`src/rtl/stream_mux_if.sv`:
```
// Handshake bundle for stream_mux: N-channel input side, single registered output side,
// plus the mode/select controls that steer the grant.
interface stream_mux_if #(
    parameter int WIDTH    = 8,
    parameter int CHANNELS = 4,
    parameter int SEL_W    = 2
);
    logic [CHANNELS*WIDTH-1:0] in_data;
    logic [CHANNELS-1:0]       in_valid;
    logic [CHANNELS-1:0]       in_ready;
    logic                      mode;
    logic [SEL_W-1:0]          sel;
    logic [WIDTH-1:0]          out_data;
    logic [SEL_W-1:0]          out_chan;
    logic                      out_valid;
    logic                      out_ready;

    modport master (
        output in_data, in_valid, mode, sel, out_ready,
        input  in_ready, out_data, out_chan, out_valid
    );

    modport slave (
        input  in_data, in_valid, mode, sel, out_ready,
        output in_ready, out_data, out_chan, out_valid
    );
endinterface

```
`src/rtl/stream_mux.sv`:
```
// N:1 stream multiplexer with a single registered output slot; channel chosen either
// by an external select (manual) or by a rotating-priority round-robin search.
module stream_mux #(
    parameter int WIDTH    = 8,
    parameter int CHANNELS = 4,
    parameter int SEL_W    = 2
) (
    input  logic            clk,
    input  logic            rst_n,
    stream_mux_if.slave     bus
);
    localparam int PW = SEL_W + 1;

    logic [WIDTH-1:0]    out_data_q, out_data_d;
    logic [SEL_W-1:0]    out_chan_q, out_chan_d;
    logic                out_valid_q, out_valid_d;
    logic [SEL_W-1:0]    rr_ptr_q, rr_ptr_d;

    logic                load_en;
    logic                grant_vld;
    logic [SEL_W-1:0]    grant_sel;
    logic                xfer;
    logic [CHANNELS-1:0] in_ready_c;
    logic [WIDTH-1:0]    chan_data [CHANNELS];

    always_comb begin
        for (int k = 0; k < CHANNELS; k++) begin
            chan_data[k] = bus.in_data[k*WIDTH +: WIDTH];
        end
    end

    assign load_en = !out_valid_q || bus.out_ready;

    // Grant depends only on valids, controls and state, never on data.
    always_comb begin : grant_calc
        logic [PW-1:0] idx;
        grant_vld = 1'b0;
        grant_sel = '0;
        idx       = '0;
        if (!bus.mode) begin
            if ({1'b0, bus.sel} < PW'(CHANNELS)) begin
                grant_vld = 1'b1;
                grant_sel = bus.sel;
            end
        end else begin
            for (int i = 0; i < CHANNELS; i++) begin
                idx = {1'b0, rr_ptr_q} + PW'(i);
                if (idx >= PW'(CHANNELS)) begin
                    idx = idx - PW'(CHANNELS);
                end
                if (!grant_vld && bus.in_valid[idx[SEL_W-1:0]]) begin
                    grant_vld = 1'b1;
                    grant_sel = idx[SEL_W-1:0];
                end
            end
        end
    end

    assign xfer = grant_vld && load_en && bus.in_valid[grant_sel];

    always_comb begin
        in_ready_c = '0;
        if (grant_vld && load_en) begin
            in_ready_c[grant_sel] = 1'b1;
        end
    end

    always_comb begin
        out_data_d  = out_data_q;
        out_chan_d  = out_chan_q;
        out_valid_d = out_valid_q;
        rr_ptr_d    = rr_ptr_q;
        if (load_en) begin
            out_valid_d = xfer;
            if (xfer) begin
                out_data_d = chan_data[grant_sel];
                out_chan_d = grant_sel;
            end
        end
        // Only round-robin wins advance the pointer; manual traffic leaves it alone.
        if (xfer && bus.mode) begin
            if ({1'b0, grant_sel} == PW'(CHANNELS - 1)) begin
                rr_ptr_d = '0;
            end else begin
                rr_ptr_d = grant_sel + SEL_W'(1);
            end
        end
    end

    always_ff @(posedge clk or negedge rst_n) begin
        if (!rst_n) begin
            out_data_q  <= '0;
            out_chan_q  <= '0;
            out_valid_q <= 1'b0;
            rr_ptr_q    <= '0;
        end else begin
            out_data_q  <= out_data_d;
            out_chan_q  <= out_chan_d;
            out_valid_q <= out_valid_d;
            rr_ptr_q    <= rr_ptr_d;
        end
    end

    assign bus.in_ready  = in_ready_c;
    assign bus.out_data  = out_data_q;
    assign bus.out_chan  = out_chan_q;
    assign bus.out_valid = out_valid_q;
endmodule

```
`src/flat_wrapper.sv`:
```
// flat-port wrapper written by rule: the top's interface ports become plain ports
module stream_mux_flat 
#(
    parameter int WIDTH    = 8,
    parameter int CHANNELS = 4,
    parameter int SEL_W    = 2
)
  (clk, rst_n, bus_in_data, bus_in_valid, bus_mode, bus_sel, bus_out_ready, bus_in_ready, bus_out_data, bus_out_chan, bus_out_valid);
  stream_mux_if #(.WIDTH(WIDTH), .CHANNELS(CHANNELS), .SEL_W(SEL_W)) bus_i ();
  input  logic clk;
  input  logic rst_n;
  input wire logic [$bits(bus_i.in_data)-1:0] bus_in_data;
  input wire logic [$bits(bus_i.in_valid)-1:0] bus_in_valid;
  input wire logic [$bits(bus_i.mode)-1:0] bus_mode;
  input wire logic [$bits(bus_i.sel)-1:0] bus_sel;
  input wire logic [$bits(bus_i.out_ready)-1:0] bus_out_ready;
  output wire logic [$bits(bus_i.in_ready)-1:0] bus_in_ready;
  output wire logic [$bits(bus_i.out_data)-1:0] bus_out_data;
  output wire logic [$bits(bus_i.out_chan)-1:0] bus_out_chan;
  output wire logic [$bits(bus_i.out_valid)-1:0] bus_out_valid;
  assign bus_i.in_data = bus_in_data;
  assign bus_i.in_valid = bus_in_valid;
  assign bus_i.mode = bus_mode;
  assign bus_i.sel = bus_sel;
  assign bus_i.out_ready = bus_out_ready;
  assign bus_in_ready = bus_i.in_ready;
  assign bus_out_data = bus_i.out_data;
  assign bus_out_chan = bus_i.out_chan;
  assign bus_out_valid = bus_i.out_valid;
  stream_mux #(.WIDTH(WIDTH), .CHANNELS(CHANNELS), .SEL_W(SEL_W)) u_core (.clk(clk), .rst_n(rst_n), .bus(bus_i));
endmodule
```
`config.mk`:
```
export PLATFORM = sky130hd
export DESIGN_NAME = stream_mux_flat
export DESIGN_NICKNAME = d
export VERILOG_FILES = /design/src/rtl/stream_mux_if.sv /design/src/rtl/stream_mux.sv /design/src/flat_wrapper.sv
export SDC_FILE = /design/constraint.sdc
export NUM_CORES = 1
export LEC_CHECK = 0
export ABC_AREA = 1
export BUFFER_PORTS_ARGS = -buffer_cell sky130_fd_sc_hd__clkbuf_2
export CAP_MARGIN = 5
export CORE_ASPECT_RATIO = 2
export CORE_MARGIN = 1
export CORE_UTILIZATION = 47
export DETAILED_ROUTE_END_ITERATION = 8
export PLACE_DENSITY = 0.88
export SYNTH_ARGS = -nofsm -noshare
export SYNTH_HDL_FRONTEND = slang
export SYNTH_SLANG_ARGS = --single-unit
```
`constraint.sdc`:
```
create_clock -name clk -period 2.5 [get_ports clk]
set_input_delay 0.5 -clock clk [delete_from_list [all_inputs] [get_ports clk]]
set_output_delay 0.5 -clock clk [all_outputs]
set_load 0.02 [all_outputs]
```
### Yosys cells after proc, flatten, opt, wreduce, memory -nomap -nowiden

Index checks and enable logic that the tools add are counted.

* flip-flop bits (word level): 13
* latch bits: 0
* RAM bits: 0
* memory bits (read-only): 0
* bits of input ports: 42
* output and inout port bits: 15
* word-level logic and storage cells: 76
* memories: 0

* $add $sub $neg: 8
* multipliers: 0
* div/mod/pow operators: 0
* order comparisons: 11
* equal/unequal tests: 1
* shift-type cells: 0
* mux-type cells: 38
* bitwise logic cells: 1
* reduce and logical (&&, ||, !) cells: 13

Operators with widths (number)
* 2-to-1 mux 2 bit: 14
* binary-select mux 8 bit (select 2 bit): 1
* 2-to-1 mux 8 bit: 2
* less-than comparator 2 x 3 -> 1 bit (second input constant): 5
* 2-to-1 mux 1 bit: 14
* >= comparator 3 bit (second input constant): 4
* binary-select mux 1 bit (select 2 bit): 5
* subtractor 2 x 1 -> 2 bit (second input constant): 4
* logical AND 1 bit: 7
* adder 2 x 2 -> 3 bit (second input constant): 2
* logical NOT 1 bit: 4
* 2-to-1 mux 4 bit: 1
* adder 2 x 1 -> 3 bit (second input constant): 1
* >= comparator 2 x 3 -> 1 bit (second input constant): 1
* NOT 2 -> 3 bit: 1
* adder 2 x 1 -> 2 bit (second input constant): 1
* demux 1 bit (select 2 bit): 1
* equality test 2 bit (second input constant): 1
* >= comparator 2 x 1 -> 1 bit (second input constant): 1
* AND reduction 2 bit: 1
* logical OR 1 bit: 1

### Longest topological paths before layout

Gate-level depths: netlist of the first run.

* depth in word-level cells: 24
* depth in mapped cells: 17
* gate-level depth less buffers: 17

### Worst setup path before layout of the first run

OpenSTA, ideal clock, no wires.

* path kind: input port to output port
* from: in bus_in_valid[1]
* to: out bus_in_ready[1]
* data arrival time: 2.028 ns
* data required time: 2.000 ns
* path slack: -0.028 ns
* cell stages on the path: 12
* buffers on the path: 1
* cell sequence: inv_1 -> nand2_1 -> nand3_1 -> nand2_2 -> inv_2 -> nand2_1 -> nand2_1 -> nand2_1 -> o21ai_4 -> inv_2 -> buf_2 -> nor3_1

* longest elaborated chain between the ends: 21
* elaborated cells on any way between the ends: 34
* those cells by class: order compare: 2; mux: 24; reduce/logical: 8

RTL lines
* from (decl): line flat_wrapper.sv:13 `input wire logic [$bits(bus_i.in_valid)-1:0] bus_in_valid;`
* binary-select mux 1 bit (select 2 bit): line stream_mux.sv:51 `if (!grant_vld && bus.in_valid[idx[SEL_W-1:0]]) begin`
* 2-to-1 mux 1 bit (not written as such): line stream_mux.sv:51
* 2-to-1 mux 1 bit: line stream_mux.sv:51
* 2-to-1 mux 1 bit: line stream_mux.sv:40 `if (!bus.mode) begin`
* logical NOT 1 bit: line stream_mux.sv:51
* logical AND 1 bit: line stream_mux.sv:51
* 2-to-1 mux 1 bit: line stream_mux.sv:51
* 2-to-1 mux 1 bit: line stream_mux.sv:40
* [5 not listed]
* logical AND 1 bit: line stream_mux.sv:51
* 2-to-1 mux 2 bit: line stream_mux.sv:51
* 2-to-1 mux 2 bit: line stream_mux.sv:40
* less-than comparator 2 x 3 -> 1 bit (not written as such) / >= comparator 2 x 1 -> 1 bit (equally long branches): line stream_mux.sv:64 `in_ready_c[grant_sel] = 1'b1;`
* logical AND 1 bit (not written as such): line stream_mux.sv:64
* 2-to-1 mux 1 bit (not written as such): line stream_mux.sv:64
* demux 1 bit (select 2 bit)
* 2-to-1 mux 4 bit *: line stream_mux.sv:63 `if (grant_vld && load_en) begin`
* to (decl): line flat_wrapper.sv:17 `output wire logic [$bits(bus_i.in_ready)-1:0] bus_in_ready;`

Mark *: on every way between the ends. The rest lies on a longest branch, timed or not. The select of a mux whose other input is x is not followed.

### Worst setup path after layout of the first run

* from: reg u_core.rr_ptr_q[0]
* to: out bus_in_ready[2]

* longest elaborated chain between the ends: 24
* elaborated cells on any way between the ends: 53
* those cells by class: add/sub: 7; order compare: 6; mux: 32; reduce/logical: 8

RTL lines
* from (decl): line stream_mux.sv:17 `logic [SEL_W-1:0] rr_ptr_q, rr_ptr_d;`
* from (signal assigned): line stream_mux.sv:100 `rr_ptr_q <= rr_ptr_d;`
* >= comparator 2 x 3 -> 1 bit / subtractor 2 x 1 -> 2 bit (equally long branches): line stream_mux.sv:48, stream_mux.sv:49
* 2-to-1 mux 2 bit: line stream_mux.sv:48 `if (idx >= PW'(CHANNELS)) begin`
* 2-to-1 mux 2 bit: line stream_mux.sv:40
* binary-select mux 1 bit (select 2 bit): line stream_mux.sv:51
* 2-to-1 mux 1 bit (not written as such): line stream_mux.sv:51
* 2-to-1 mux 1 bit: line stream_mux.sv:51
* 2-to-1 mux 1 bit: line stream_mux.sv:40
* logical NOT 1 bit: line stream_mux.sv:51
* [8 not listed]
* logical AND 1 bit: line stream_mux.sv:51
* 2-to-1 mux 2 bit: line stream_mux.sv:51
* 2-to-1 mux 2 bit: line stream_mux.sv:40
* less-than comparator 2 x 3 -> 1 bit (not written as such) / >= comparator 2 x 1 -> 1 bit (equally long branches): line stream_mux.sv:64
* logical AND 1 bit (not written as such): line stream_mux.sv:64
* 2-to-1 mux 1 bit (not written as such): line stream_mux.sv:64
* demux 1 bit (select 2 bit)
* 2-to-1 mux 4 bit *: line stream_mux.sv:63

Marked as above.

==> results.py, run 1 <==
metrics = {
    "critical_path": {
        "crit_arrival_ns": 2.29,
        "endpoint_kind": "output port",
        "critical-path-max-stage-delay_ns": 0.49,
        "cp_slowest_cell": "dfrtp_2",
        "worstPathCellList": "clkinvlp_4, nand2_1, nand2_1, nand2_2, nand2_2, nor2_4, buf_4, nand4_1, o21ai_0, buf_4, nor2_1, buf_4",
        "crit_top_cell": "buf_4",
        "cp-startpoint": "u_core.rr_ptr_q[0]$_DFFE_PN0P_",
        "reg2reg_from": "u_core.rr_ptr_q[0]$_DFFE_PN0P_",
        "reg2reg_depth": 17,
        "regToRegSetupSlack_ns": 0.09,
        "cp.required_ns": 2.00,
        "reg2reg_to": "u_core.bus.out_data[2]$_DFFE_PN0P_",
        "critical_path.max_fanout": 8,
        "critPathKind": "flip-flop to output port",
        "worstSetupStartpointType": "flip-flop",
    },
    "clocking": {
        "cts_tree": "built",
        "insertion_delay_ns": 0.24,
        "numCtsBuffers": 3,
        "cts_sinks": 13,
        "clk_path_buf_depth": 2,
        "cts-root-buf": "clkbuf_8",
        "cts.clk_slew.worst_paths_ns": 0.05,
        "htree_num_levels": 1,
        "cts.hold.buffers_added": 0,
    },
    "sta": {
        "hold_violations": 0,
        "setup_viol_count_final": 4,
        "finalCritPeriodShare_pct": 112,
        "tightest_slew_ns": 0.719,
        "clock.fmax_ghz": 0.358,
        "whs_ns": 0.148,
        "rsz0062_at_grt": "yes",
        "relSlewSlack_pct": 51.5,
        "slew_violations": 0,
        "fin_worst_skew_ns": 0.00127,
        "setup_ws_ns": -0.292,
        "period_minus_slack_ns": 2.79,
    },
    "final_layout": {
        "drive_gt1_share_pct": 44.9,
        "syn_to_final_growth_pct": 46.9,
        "final_util_pct": 73.6,
        "antenna_cells": 0,
        "stdcell_count": 315,
        "fin_nets": 333,
    },
    "synthesis": {
        "yosysTopAreaCellShare_pct": 25.3,
        "ys_top_cells_by_area": "dfrtp_1, nand2_1, inv_1",
        "yosys.area_share.adder_pct": 2.92,
        "synth_most_common_cell": "nand2_1",
        "synth.avg_cell_area_sq_um": 6.16,
        "ys_seq_elements": 13,
        "synth_fp_nets": 254,
        "syn_inst": 209,
        "netlist.top_cell.by_area": "dfrtp_1",
        "synth_compound_area_share_pct": 14.0,
        "synth_top_family_by_area": "simple AND/OR/NAND/NOR gates",
        "netlist_area_sq_mm": 0.00129,
        "muxShareOfSynthArea_pct": 0,
        "synth_cell_types": 22,
        "ys_seq_area_share_pct": 25.3,
        "async_reset_ff_share_pct": 100,
        "synthFlopType": "dfrtp_1",
        "synthSimpleGateAreaFrac_pct": 45.8,
        "synth.yosys.warnings": 0,
        "synth_xor_area_share_pct": 0,
        "synthTopCellsByCount": "nand2_1, inv_1, nor2_1",
        "synth_edf_count": 0,
    },
    "floorplanning": {
        "die_w_um": 39.0,
        "die_y_um": 76.0,
        "num_rows": 26,
        "core-area_sq_mm": 0.00257,
        "io_pins": 57,
        "start_util_pct": 50.1,
        "dieArea_sq_mm": 0.00297,
    },
    "min_path": {
        "holdCritPathClass": "input pin to async pin",
    },
    "global_routing": {
        "grt_pass1_vias": 1558,
        "grt_pass1_wl_um": 6500,
        "track_usage_pct": 29.3,
        "grt_antenna_before_repair": 0,
        "grt_max_degree": 15,
        "overflow": 0,
    },
    "pwr": {
        "power-per-cell-area_mw_per_mm2": 1290,
        "ir_drop_v": 0.000754,
        "cellLeakagePower_nw": 1.08,
        "p_total_mw": 2.44,
    },
    "detailed_routing": {
        "wl_per_cell_um": 12.0,
        "ant_nets": 0,
        "drt-pass1-iter-count": 6,
        "drt_iter0_drc": 28,
        "route.detailed.drc": 0,
        "num_vias": 1610,
        "routed_wl_um": 3780,
        "avgViaCountPerCell": 5.11,
    },
    "placement": {
        "io_buffer_count": 56,
        "dp_hpwl_um": 2880,
        "placed_cells": 305,
        "gp_congestion": 0.858,
    },
    "run_status": {
        "outcome": "finished with violations",
        "violations": "negative setup slack",
    },
    "job": {
        "drv_cap": 0,
    },
}
-- worst max-delay path: cells and delay by family, from the launching register on --
kind | cells | cell delay [ns]
compound gates | 1 | 0.30
simple gates | 7 | 0.57
flops | 1 | 0.49
buf+inv | 4 | 0.70
-- report_power, final --
| part | internal, mW | switching (mW) |
|---|---|---|
| clock network | 0.112 | 0.0678 |
| registers | 0.320 | 0.0920 |
| logic | 0.723 | 1.12 |
| total | 1.15 | 1.28 |
-- placed cells by master (no fill, tap or decap), types with 2 or more instances in the layout --
cell type	n
ha_2	2
o211ai_1	8
dfrtp_1	12
nand2_1	74
o21ai_0	11
clkbuf_2	52
nand3_2	7
buf_4	24
o21ai_1	8
nor2_1	14
clkbuf_8	4
nor2_2	7
inv_1	21
nand4_1	2
inv_2	5
nand2_2	15
buf_6	3
nand3_1	7
-- what timing repair did --
item / 4_1_cts / 5_1_grt
resized for setup: 16 / 19
endpoints found under the setup margin: 4 / 16
cloned: 0 / 1
pin swaps: 5 / 8
buffers inserted: 4 / 1
-- logic make-up (layout without fill, tap and decap cells) --
family,Yosys count,after routing
AND/OR/NAND/NOR,130,130
buffers and inverters,34,112
AO/OA/AOI/OAI,29,29
flip-flops,13,13
adder cells (fa/ha/maj),3,3
-- registers in the layout, indices dropped and copies added, names as in the netlist --
register,count
u_core.bus.out_valid,1
u_core.rr_ptr_q,2
u_core.bus.out_data,8
u_core.bus.out_chan,2
-- stage by stage --
step           cell area, sq um  TNS [ns]  setup WS [ns]
6_report                   1890     -1.07         -0.292
5_1_grt                    1890     -1.96         -0.396
4_1_cts                    1820    -0.702         -0.195
3_5_place_dp               1700   -0.0907        -0.0684
3_3_place_gp               1700         0        0.00331
2_1_floorplan              1290         0         0.0297
-- cell type report --
class / instances / area, sq um
sequential: 13 / 327
fill: 218 / 678
timing repair inverter: 1 / 7.51
tap: 28 / 35.0
timing repair buffer: 80 / 488
clock buffer: 4 / 45.0
multi-input combinational: 162 / 886
inverter: 27 / 104
-- worst max path at each step --
stage	to	slack, ns	cells past startpoint
after detailed placement	bus_in_ready[3]	-0.07	16
after floorplan	bus_in_ready[3]	0.03	13
final	bus_in_ready[2]	-0.29	12
after global routing	bus_in_ready[2]	-0.40	12
after global placement	bus_in_ready[3]	0.003	16
after CTS	bus_in_ready[2]	-0.19	16
-- metal layers --
| layer | wire length, um | part of all wire [%] | track usage (%) | vias up |
|---|---|---|---|---|
| li1 | - | - | - | 813 |
| met1 | 1300 | 34 | 32.1 | 708 |
| met2 | 2170 | 57 | 51.5 | 75 |
| met3 | 192 | 5.1 | 5.25 | 14 |
| met4 | 117 | 3.1 | 11.0 | 0 |
| met5 | 0 | 0 | 0 | - |
Note: power is estimated with default switching activity, not from simulation.
==> inputs of run 2 (changes only) <==
--- a/config.mk
+++ b/config.mk
@@ -13,6 +13,7 @@
 export CORE_UTILIZATION = 47
 export DETAILED_ROUTE_END_ITERATION = 8
 export PLACE_DENSITY = 0.88
+export SETUP_SLACK_MARGIN = 0.02
 export SYNTH_ARGS = -nofsm -noshare
 export SYNTH_HDL_FRONTEND = slang
 export SYNTH_SLANG_ARGS = --single-unit
==> results.py, run 2 (synthesized netlist as in run 1, its figures left out) <==
metrics = {
    "placement": {
        "gp_congestion": 0.858,
        "io_buffer_count": 56,
        "placed_area_sq_mm": 0.00170,
        "dp_hpwl_um": 2880,
        "dp_slack_ns": -0.0684,
    },
    "pwr": {
        "power-per-cell-area_mw_per_mm2": 1310,
        "p_total_mw": 2.58,
        "cellLeakagePower_nw": 1.10,
        "ir_drop_v": 0.000739,
    },
    "final_layout": {
        "final_util_pct": 76.4,
        "antenna_cells": 0,
        "drive_gt1_share_pct": 45.9,
        "layout_commonest_cell": "nand2_1",
        "final_area_sq_mm": 0.00196,
        "n_fill_cell": 197,
        "largest_reg_flops": 8,
        "mostFrequentLayoutCells": "nand2_1, clkbuf_2, buf_4, inv_1, nand2_2",
        "syn_to_final_growth_pct": 52.5,
        "fin_nets": 336,
    },
    "critical_path": {
        "regToRegSetupSlack_ns": 0.05,
        "cp.required_ns": 2.00,
        "critPathKind": "flip-flop to output port",
        "reg2reg_to": "u_core.bus.out_data[2]$_DFFE_PN0P_",
        "crit_arrival_ns": 2.27,
        "reg2reg_depth": 18,
        "endpoint_kind": "output port",
        "reg2reg_from": "u_core.rr_ptr_q[0]$_DFFE_PN0P_",
        "worstSetupStartpointType": "flip-flop",
        "critical_path.max_fanout": 8,
    },
    "clocking": {
        "insertion_delay_ns": 0.24,
        "cts.clk_slew.worst_paths_ns": 0.05,
        "cts_sinks": 13,
        "clk_path_buf_depth": 2,
        "numCtsBuffers": 3,
        "htree_num_levels": 1,
        "cts.hold.buffers_added": 0,
        "cts_tree": "built",
        "cts-root-buf": "clkbuf_8",
    },
    "detailed_routing": {
        "routed_wl_um": 4030,
        "drt-pass1-iter-count": 4,
        "ant_nets": 0,
        "drt_iter0_drc": 32,
        "num_vias": 1646,
        "wl_per_cell_um": 12.7,
        "route.detailed.drc": 0,
        "avgViaCountPerCell": 5.18,
    },
    "floorplanning": {
        "num_rows": 26,
        "dieArea_sq_mm": 0.00297,
        "io_pins": 57,
        "core-area_sq_mm": 0.00257,
        "start_util_pct": 50.1,
        "die_w_um": 39.0,
        "die_y_um": 76.0,
    },
    "sta": {
        "rsz0062_at_grt": "yes",
        "hold_violations": 0,
        "whs_ns": 0.144,
        "setup_ws_ns": -0.271,
        "clock.fmax_ghz": 0.361,
        "relSlewSlack_pct": 69.4,
        "tightest_slew_ns": 0.456,
        "period_minus_slack_ns": 2.77,
        "finalCritPeriodShare_pct": 111,
        "fin_worst_skew_ns": 0.00199,
        "slew_violations": 0,
        "setup_viol_count_final": 4,
    },
    "global_routing": {
        "grt_max_degree": 15,
        "overflow": 0,
        "track_usage_pct": 29.3,
        "grt_pass1_wl_um": 6500,
        "grt_pass1_vias": 1558,
        "grt_antenna_before_repair": 0,
    },
    "run_status": {
        "outcome": "finished with violations",
        "violations": "negative setup slack",
    },
    "job": {
        "drv_cap": 0,
    },
    "min_path": {
        "holdCritPathClass": "input pin to async pin",
    },
}
run 2: cell count changes in the layout (fill, tap and decap cells not counted), sizes merged:
cell and change:
buf +1, nand3 +1, nor2 +1
run 2: area by class of cell:
cell class                 count  area [sq um]  share of cell area [%]
multi-input combinational    164           942                    48.0
timing repair buffer          81           503                    25.6
sequential                    13           327                    16.6
inverter                      27           104                    5.29
clock buffer                   4          45.0                    2.29
tap                           28          35.0                    1.78
timing repair inverter         1          7.51                   0.382
run 2: repair_timing:
| action | in CTS | in global routing |
|---|---|---|
| endpoints found under the hold margin | 0 | 0 |
| setup endpoints to repair | 4 | 17 |
| pin swaps | 5 | 10 |
| buffers inserted | 4 | 2 |
| cloned | 0 | 3 |
| gates resized for setup | 16 | 28 |
run 2: worst max-delay path, cell delays in order (launching register included):
cell and delay, ns:
dfrtp_2 0.50, clkinvlp_4 0.18, nand2_2 0.10, nand2_2 0.06, nand2_1 0.07, nand2_1 0.07
nand2_1 0.09, nand2_1 0.06, nand2_1 0.07, nand2_2 0.07, o21ai_4 0.24, inv_2 0.10
ha_2 0.18, inv_1 0.06, nor2_2 0.04, buf_4 0.14
run 2: how the worst max path moves through the flow:
stage,start,endpoint,slack (ns),cells past startpoint
final,u_core.rr_ptr_q[0]$_DFFE_PN0P_,bus_in_ready[0],-0.27,15
after global routing,u_core.rr_ptr_q[0]$_DFFE_PN0P_,bus_in_ready[2],-0.39,16
after CTS,u_core.rr_ptr_q[0]$_DFFE_PN0P_,bus_in_ready[2],-0.19,16
after detailed placement,bus_in_valid[0],bus_in_ready[3],-0.07,16
after global placement,bus_in_valid[3],bus_in_ready[3],0.003,16
after floorplan,bus_in_valid[1],bus_in_ready[3],0.03,13
run 2: power by group:
part	switching, mW	total, mW	internal, mW
clock network	0.0712	0.184	0.112
registers	0.0944	0.414	0.320
logic	1.20	1.98	0.781
run 2: through the flow:
step	setup TNS (ns)	std cells
finish	-1.03	318
global placement	0	305
detailed placement	-0.0907	305
global route	-2.22	318
CTS	-0.702	313
floorplan	0	209
run 2: per-layer routing:
metal,share of wire (%),global-route usage [%],routed length (um)
met1,34,32.1,1370
met2,58,51.5,2320
met3,4.5,5.25,181
met4,3.9,11.0,159
met5,0,0,0
